File: src/rtl/dff_pipe_pkg.sv
// rtl/dff_pipe_pkg.sv - shared types and helpers for the dff_pipeline register pipeline
// DFF_PIPE_PARITY_EN adds a stored parity bit to every stage record.
package dff_pipe_pkg;

   localparam int unsigned DFF_PIPE_RESET_VAL = 0;

   function automatic int cnt_w(input int depth);
      return $clog2(depth + 1);
   endfunction

   typedef struct packed {
      logic valid;
`ifdef DFF_PIPE_PARITY_EN
      logic parity;
`endif
   } stage_rec_t;

endpackage

File: src/rtl/dff_pipe_stage.sv
// rtl/dff_pipe_stage.sv - one pipeline register stage (valid/data, parity with DFF_PIPE_PARITY_EN)
// Flush clears the control record only; data is left as-is since invalid data is don't-care.
module dff_pipe_stage
   import dff_pipe_pkg::*;
#(
   parameter int               WIDTH     = 8,
   parameter logic [WIDTH-1:0] RESET_VAL = '0
) (
   input  logic             clk,
   input  logic             reset,
   input  logic             flush,
   input  logic             load,
   input  stage_rec_t       d_rec,
   input  logic [WIDTH-1:0] d_data,
   output stage_rec_t       q_rec,
   output logic [WIDTH-1:0] q_data
);

   stage_rec_t clr_rec;

   always_comb begin
      clr_rec = '0;
`ifdef DFF_PIPE_PARITY_EN
      clr_rec.parity = ^RESET_VAL;
`endif
   end

   always_ff @(posedge clk or posedge reset) begin
      if (reset) begin
         q_rec  <= clr_rec;
         q_data <= RESET_VAL;
      end else if (flush) begin
         q_rec  <= clr_rec;
      end else if (load) begin
         q_rec  <= d_rec;
         q_data <= d_data;
      end
   end

endmodule

File: src/rtl/dff_pipeline.sv
// rtl/dff_pipeline.sv - WIDTH x DEPTH valid/ready register pipeline with bubble collapse and flush
// Optional DFF_PIPE_PARITY_EN: per-stage even parity and out_perr output.
module dff_pipeline
   import dff_pipe_pkg::*;
#(
   parameter int               WIDTH     = 8,
   parameter int               DEPTH     = 4,
   parameter logic [WIDTH-1:0] RESET_VAL = WIDTH'(DFF_PIPE_RESET_VAL),
   localparam int              CNT_W     = cnt_w(DEPTH)
) (
   input  logic             clk,
   input  logic             reset,
   input  logic             flush,
   input  logic             in_valid,
   output logic             in_ready,
   input  logic [WIDTH-1:0] in_data,
   output logic             out_valid,
   input  logic             out_ready,
   output logic [WIDTH-1:0] out_data,
`ifdef DFF_PIPE_PARITY_EN
   output logic             out_perr,
`endif
   output logic [CNT_W-1:0] count
);

   // Index 0 is the producer side; index i+1 is the output of stage i.
   stage_rec_t       chain_rec  [DEPTH+1];
   logic [WIDTH-1:0] chain_data [DEPTH+1];
   logic [DEPTH:0]   rdy;
   logic             in_fire;
   logic             out_fire;

   always_comb begin
      chain_rec[0]       = '0;
      chain_rec[0].valid = in_valid;
`ifdef DFF_PIPE_PARITY_EN
      chain_rec[0].parity = ^in_data;
`endif
   end
   assign chain_data[0] = in_data;
   assign rdy[DEPTH]    = out_ready;

   genvar i;
   generate
      for (i = 0; i < DEPTH; i++) begin : g_stage
         // A stage may load when empty or when its successor moves this cycle.
         assign rdy[i] = !chain_rec[i+1].valid || rdy[i+1];

         dff_pipe_stage #(
            .WIDTH     (WIDTH),
            .RESET_VAL (RESET_VAL)
         ) u_stage (
            .clk    (clk),
            .reset  (reset),
            .flush  (flush),
            .load   (rdy[i]),
            .d_rec  (chain_rec[i]),
            .d_data (chain_data[i]),
            .q_rec  (chain_rec[i+1]),
            .q_data (chain_data[i+1])
         );
      end
   endgenerate

   assign in_ready  = rdy[0];
   assign out_valid = chain_rec[DEPTH].valid;
   assign out_data  = chain_data[DEPTH];
   assign in_fire   = in_valid && in_ready;
   assign out_fire  = out_valid && out_ready;

`ifdef DFF_PIPE_PARITY_EN
   assign out_perr = out_valid && ((^out_data) != chain_rec[DEPTH].parity);
`endif

   always_ff @(posedge clk or posedge reset) begin
      if (reset) begin
         count <= '0;
      end else if (flush) begin
         count <= '0;
      end else if (in_fire && !out_fire) begin
         count <= count + CNT_W'(1);
      end else if (out_fire && !in_fire) begin
         count <= count - CNT_W'(1);
      end
   end

endmodule
File: config.mk
export PLATFORM = sky130hd
export DESIGN_NAME = dff_pipeline
export DESIGN_NICKNAME = d
export VERILOG_FILES = /design/src/rtl/dff_pipe_pkg.sv /design/src/rtl/dff_pipe_stage.sv /design/src/rtl/dff_pipeline.sv
export SDC_FILE = /design/constraint.sdc
export NUM_CORES = 1
export LEC_CHECK = 0
export BUFFER_PORTS_ARGS = -buffer_cell sky130_fd_sc_hd__buf_2
export CELL_PAD_IN_SITES_DETAIL_PLACEMENT = 0
export CELL_PAD_IN_SITES_GLOBAL_PLACEMENT = 2
export CORE_MARGIN = 2
export CORE_UTILIZATION = 40
export CTS_BUF_LIST = sky130_fd_sc_hd__clkbuf_8
export DETAILED_ROUTE_END_ITERATION = 6
export GPL_ROUTABILITY_DRIVEN = 0
export PLACE_DENSITY_LB_ADDON = 0.1
export SYNTH_ARGS = -nofsm -noshare
export SYNTH_HDL_FRONTEND = slang
export SYNTH_SLANG_ARGS = --single-unit
File: constraint.sdc
create_clock -name clk -period 2.2 [get_ports clk]
set_input_delay 0.22 -clock clk [delete_from_list [all_inputs] [get_ports clk]]
set_output_delay 0.22 -clock clk [all_outputs]
set_load 0.005 [all_outputs]
==> results.ini <==
[detailed_routing]
firstDrtPassIters = 4
routed_wirelength_um = 2580
ant_nets = 0
vias = 909
drc = 0
drt-initial-drc-count = 51
post_drt_wl_per_cell_um = 13.5
viasPerCell = 4.76

[die]
die_w_um = 68.5
die_y_um = 68.5
die-area_mm2 = 0.00469
core_area_mm2 = 0.00400
start_util_pct = 41.6
rows = 23
ios = 26

[timing]
rsz0062_at_grt = no
worst_pin_slew_ns = 0.486
period_minus_slack_ns = 2.00
fin_crit_sh_pct = 90.8
fin_skew_ns = 0.00529
max_slew_margin_pct = 67.6
max_freq_ghz = 0.500
setup_ws_ns = 0.202
finalSetupViolCount = 0
drv_slew = 0
hold_viol = 0
tns_ns = 0

[cells_and_area]
post_route_cells_drive_above_1_share_pct = 50.4
final_nets = 155
layoutNonFillerInstCount = 191
final_core_util_pct = 46.7
final-seq-area_um2 = 976
final_common_cell = dfrtp_1
areaGrowthSynthToFinish_pct = 12.2
multi_input_area_um2 = 597
final_cell_mix = dfrtp_1, mux2_2, buf_2
n_fill_cell = 372
antenna_cells = 0

[synthesis]
yosysWarningCount = 0
synth_area_mm2 = 0.00166
mappedNetlistNets = 133
synth_cell_types = 25
yosysSeqAreaShare_pct = 58.6
synthCells = 119
syn_avg_cell_area_um2 = 14.0
ys_ff_latch = 39

[grt]
grtUsageTotal_pct = 12.8
grt_start_max_net_pins = 40
grt_pass1_wl_um = 4210
grt_pass1_vias = 869
overflow = 0
antenna_found_initial = 0

[clock_tree]
clock_sinks = 39
numCtsBuffers = 5
cts_resized = 0
cts_tree = done
clockRootBuffer = clkbuf_8
post-cts-setup-buffers = 0
clkTransAtPathRegs_ns = 0.06
hold_buffers = 0
cts_buffer_depth = 2
clock_latency_ns = 0.28
htree_num_levels = 2

[power]
leakage_nw = 0.845
ir_drop_mv = 0.375
power_w = 0.00159
powerDensity_mw_per_mm2 = 852

[setup_path]
crit_arrival_ns = 2.17
required_ns = 2.37
reg2reg_slack_ns = 0.20
cp-end-kind = flip-flop
r2r-start = g_stage[0].u_stage.q_rec$_DFFE_PP0P_
cp_max_fo = 6
cp-startpoint = g_stage[0].u_stage.q_rec$_DFFE_PP0P_
cp-start-kind = flip-flop
path_class = flip-flop to flip-flop

[placed_design]
hpwlAfterDp_um = 1860
io_buffers = 25
dp_slack_ns = 0.196
place_inst = 184

[status]
run_status = finished clean

[flow_run]
max_cap_violations = 0

[worst_hold_path]
worstHoldPathType = primary input to asynchronous set/reset pin

Yosys cell counts (all sizes together):
master	count	area share, %
a221oi	1	0.53
and4b	1	0.60
nor2	13	3.5
nand2	1	0.23
inv	3	0.68
a21boi	1	0.45
mux2	35	24
a21oi	5	2.4
and3b	1	0.53
nor3b	1	0.45
fa	1	1.2
and2	1	0.38
buf	11	4.8
nand4	1	0.38
a31oi	1	0.38
nor2b	3	1.1
dfrtp	39	59
kinds of logic (layout without fill, tap and decap cells):
logic type	after synthesis	in the layout	share of synthesized area [%]
and+or+nand+nor	22	22	7.22
buffers and inverters	14	36	5.49
DFF	39	39	58.6
adders and majority gates	1	1	1.20
AOI/OAI and AO/OA	8	8	3.76
muxes	35	35	23.7
routing by layer:
layer | share of wire, % | vias up | GRT usage, % | wire length [µm]
li1 | - | 444 | - | -
met4 | 1.1 | 0 | 5.25 | 29
met5 | 0 | - | 0 | 0
met1 | 50 | 439 | 18.6 | 1290
met2 | 43 | 22 | 16.5 | 1110
met3 | 5.7 | 4 | 5.36 | 148
worst max-delay path, stage by stage, from the launching register on:
cell and delay, ns:
dfrtp_1 0.47, nand4_1 0.15, and2_1 0.17, fa_1 0.41
a221oi_1 0.32, mux2_2 0.37
sequential cells by signal (all words and copies together) (netlist names):
signal,flops
count,3
g_stage.u_stage.q_data,32
g_stage.u_stage.q_rec,4
layout make-up:
cell class / count / share of cell area, %
inverter: 3 / 0.603
clock buffer: 6 / 4.42
tap: 50 / 3.35
multi-input combinational: 66 / 32.0
timing repair buffer: 26 / 7.10
clock inverter: 1 / 0.268
sequential: 39 / 52.3
where the power goes:
group	total, W	leakage [nW]	internal, W	switching [W]
registers	0.000889	0.469	0.000829	0.0000599
clock network	0.000468	0.0470	0.000245	0.000222
logic	0.000233	0.328	0.000141	0.0000921
worst paths after layout:
path | cells past startpoint | end
min | 3 | count[2]$_DFFE_PP0P_
min reg2reg | 1 | g_stage[0].u_stage.q_data[7]$_DFFE_PP0P_
max reg2reg | 5 | count[2]$_DFFE_PP0P_
max | 5 | count[2]$_DFFE_PP0P_
max in group asynchronous | 3 | g_stage[1].u_stage.q_data[3]$_DFFE_PP0P_
min in group clk | 2 | g_stage[0].u_stage.q_data[7]$_DFFE_PP0P_
per-stage QoR:
| step | hold WS (ns) | cell area, µm² |
|---|---|---|
| floorplan | 0.347 | 1660 |
| global placement | 0.348 | 1780 |
| detailed placement | 0.363 | 1780 |
| CTS | 0.0534 | 1870 |
| global route | 0.106 | 1870 |
| finish | 0.0360 | 1870 |
Power figures use the tool's default switching activity.
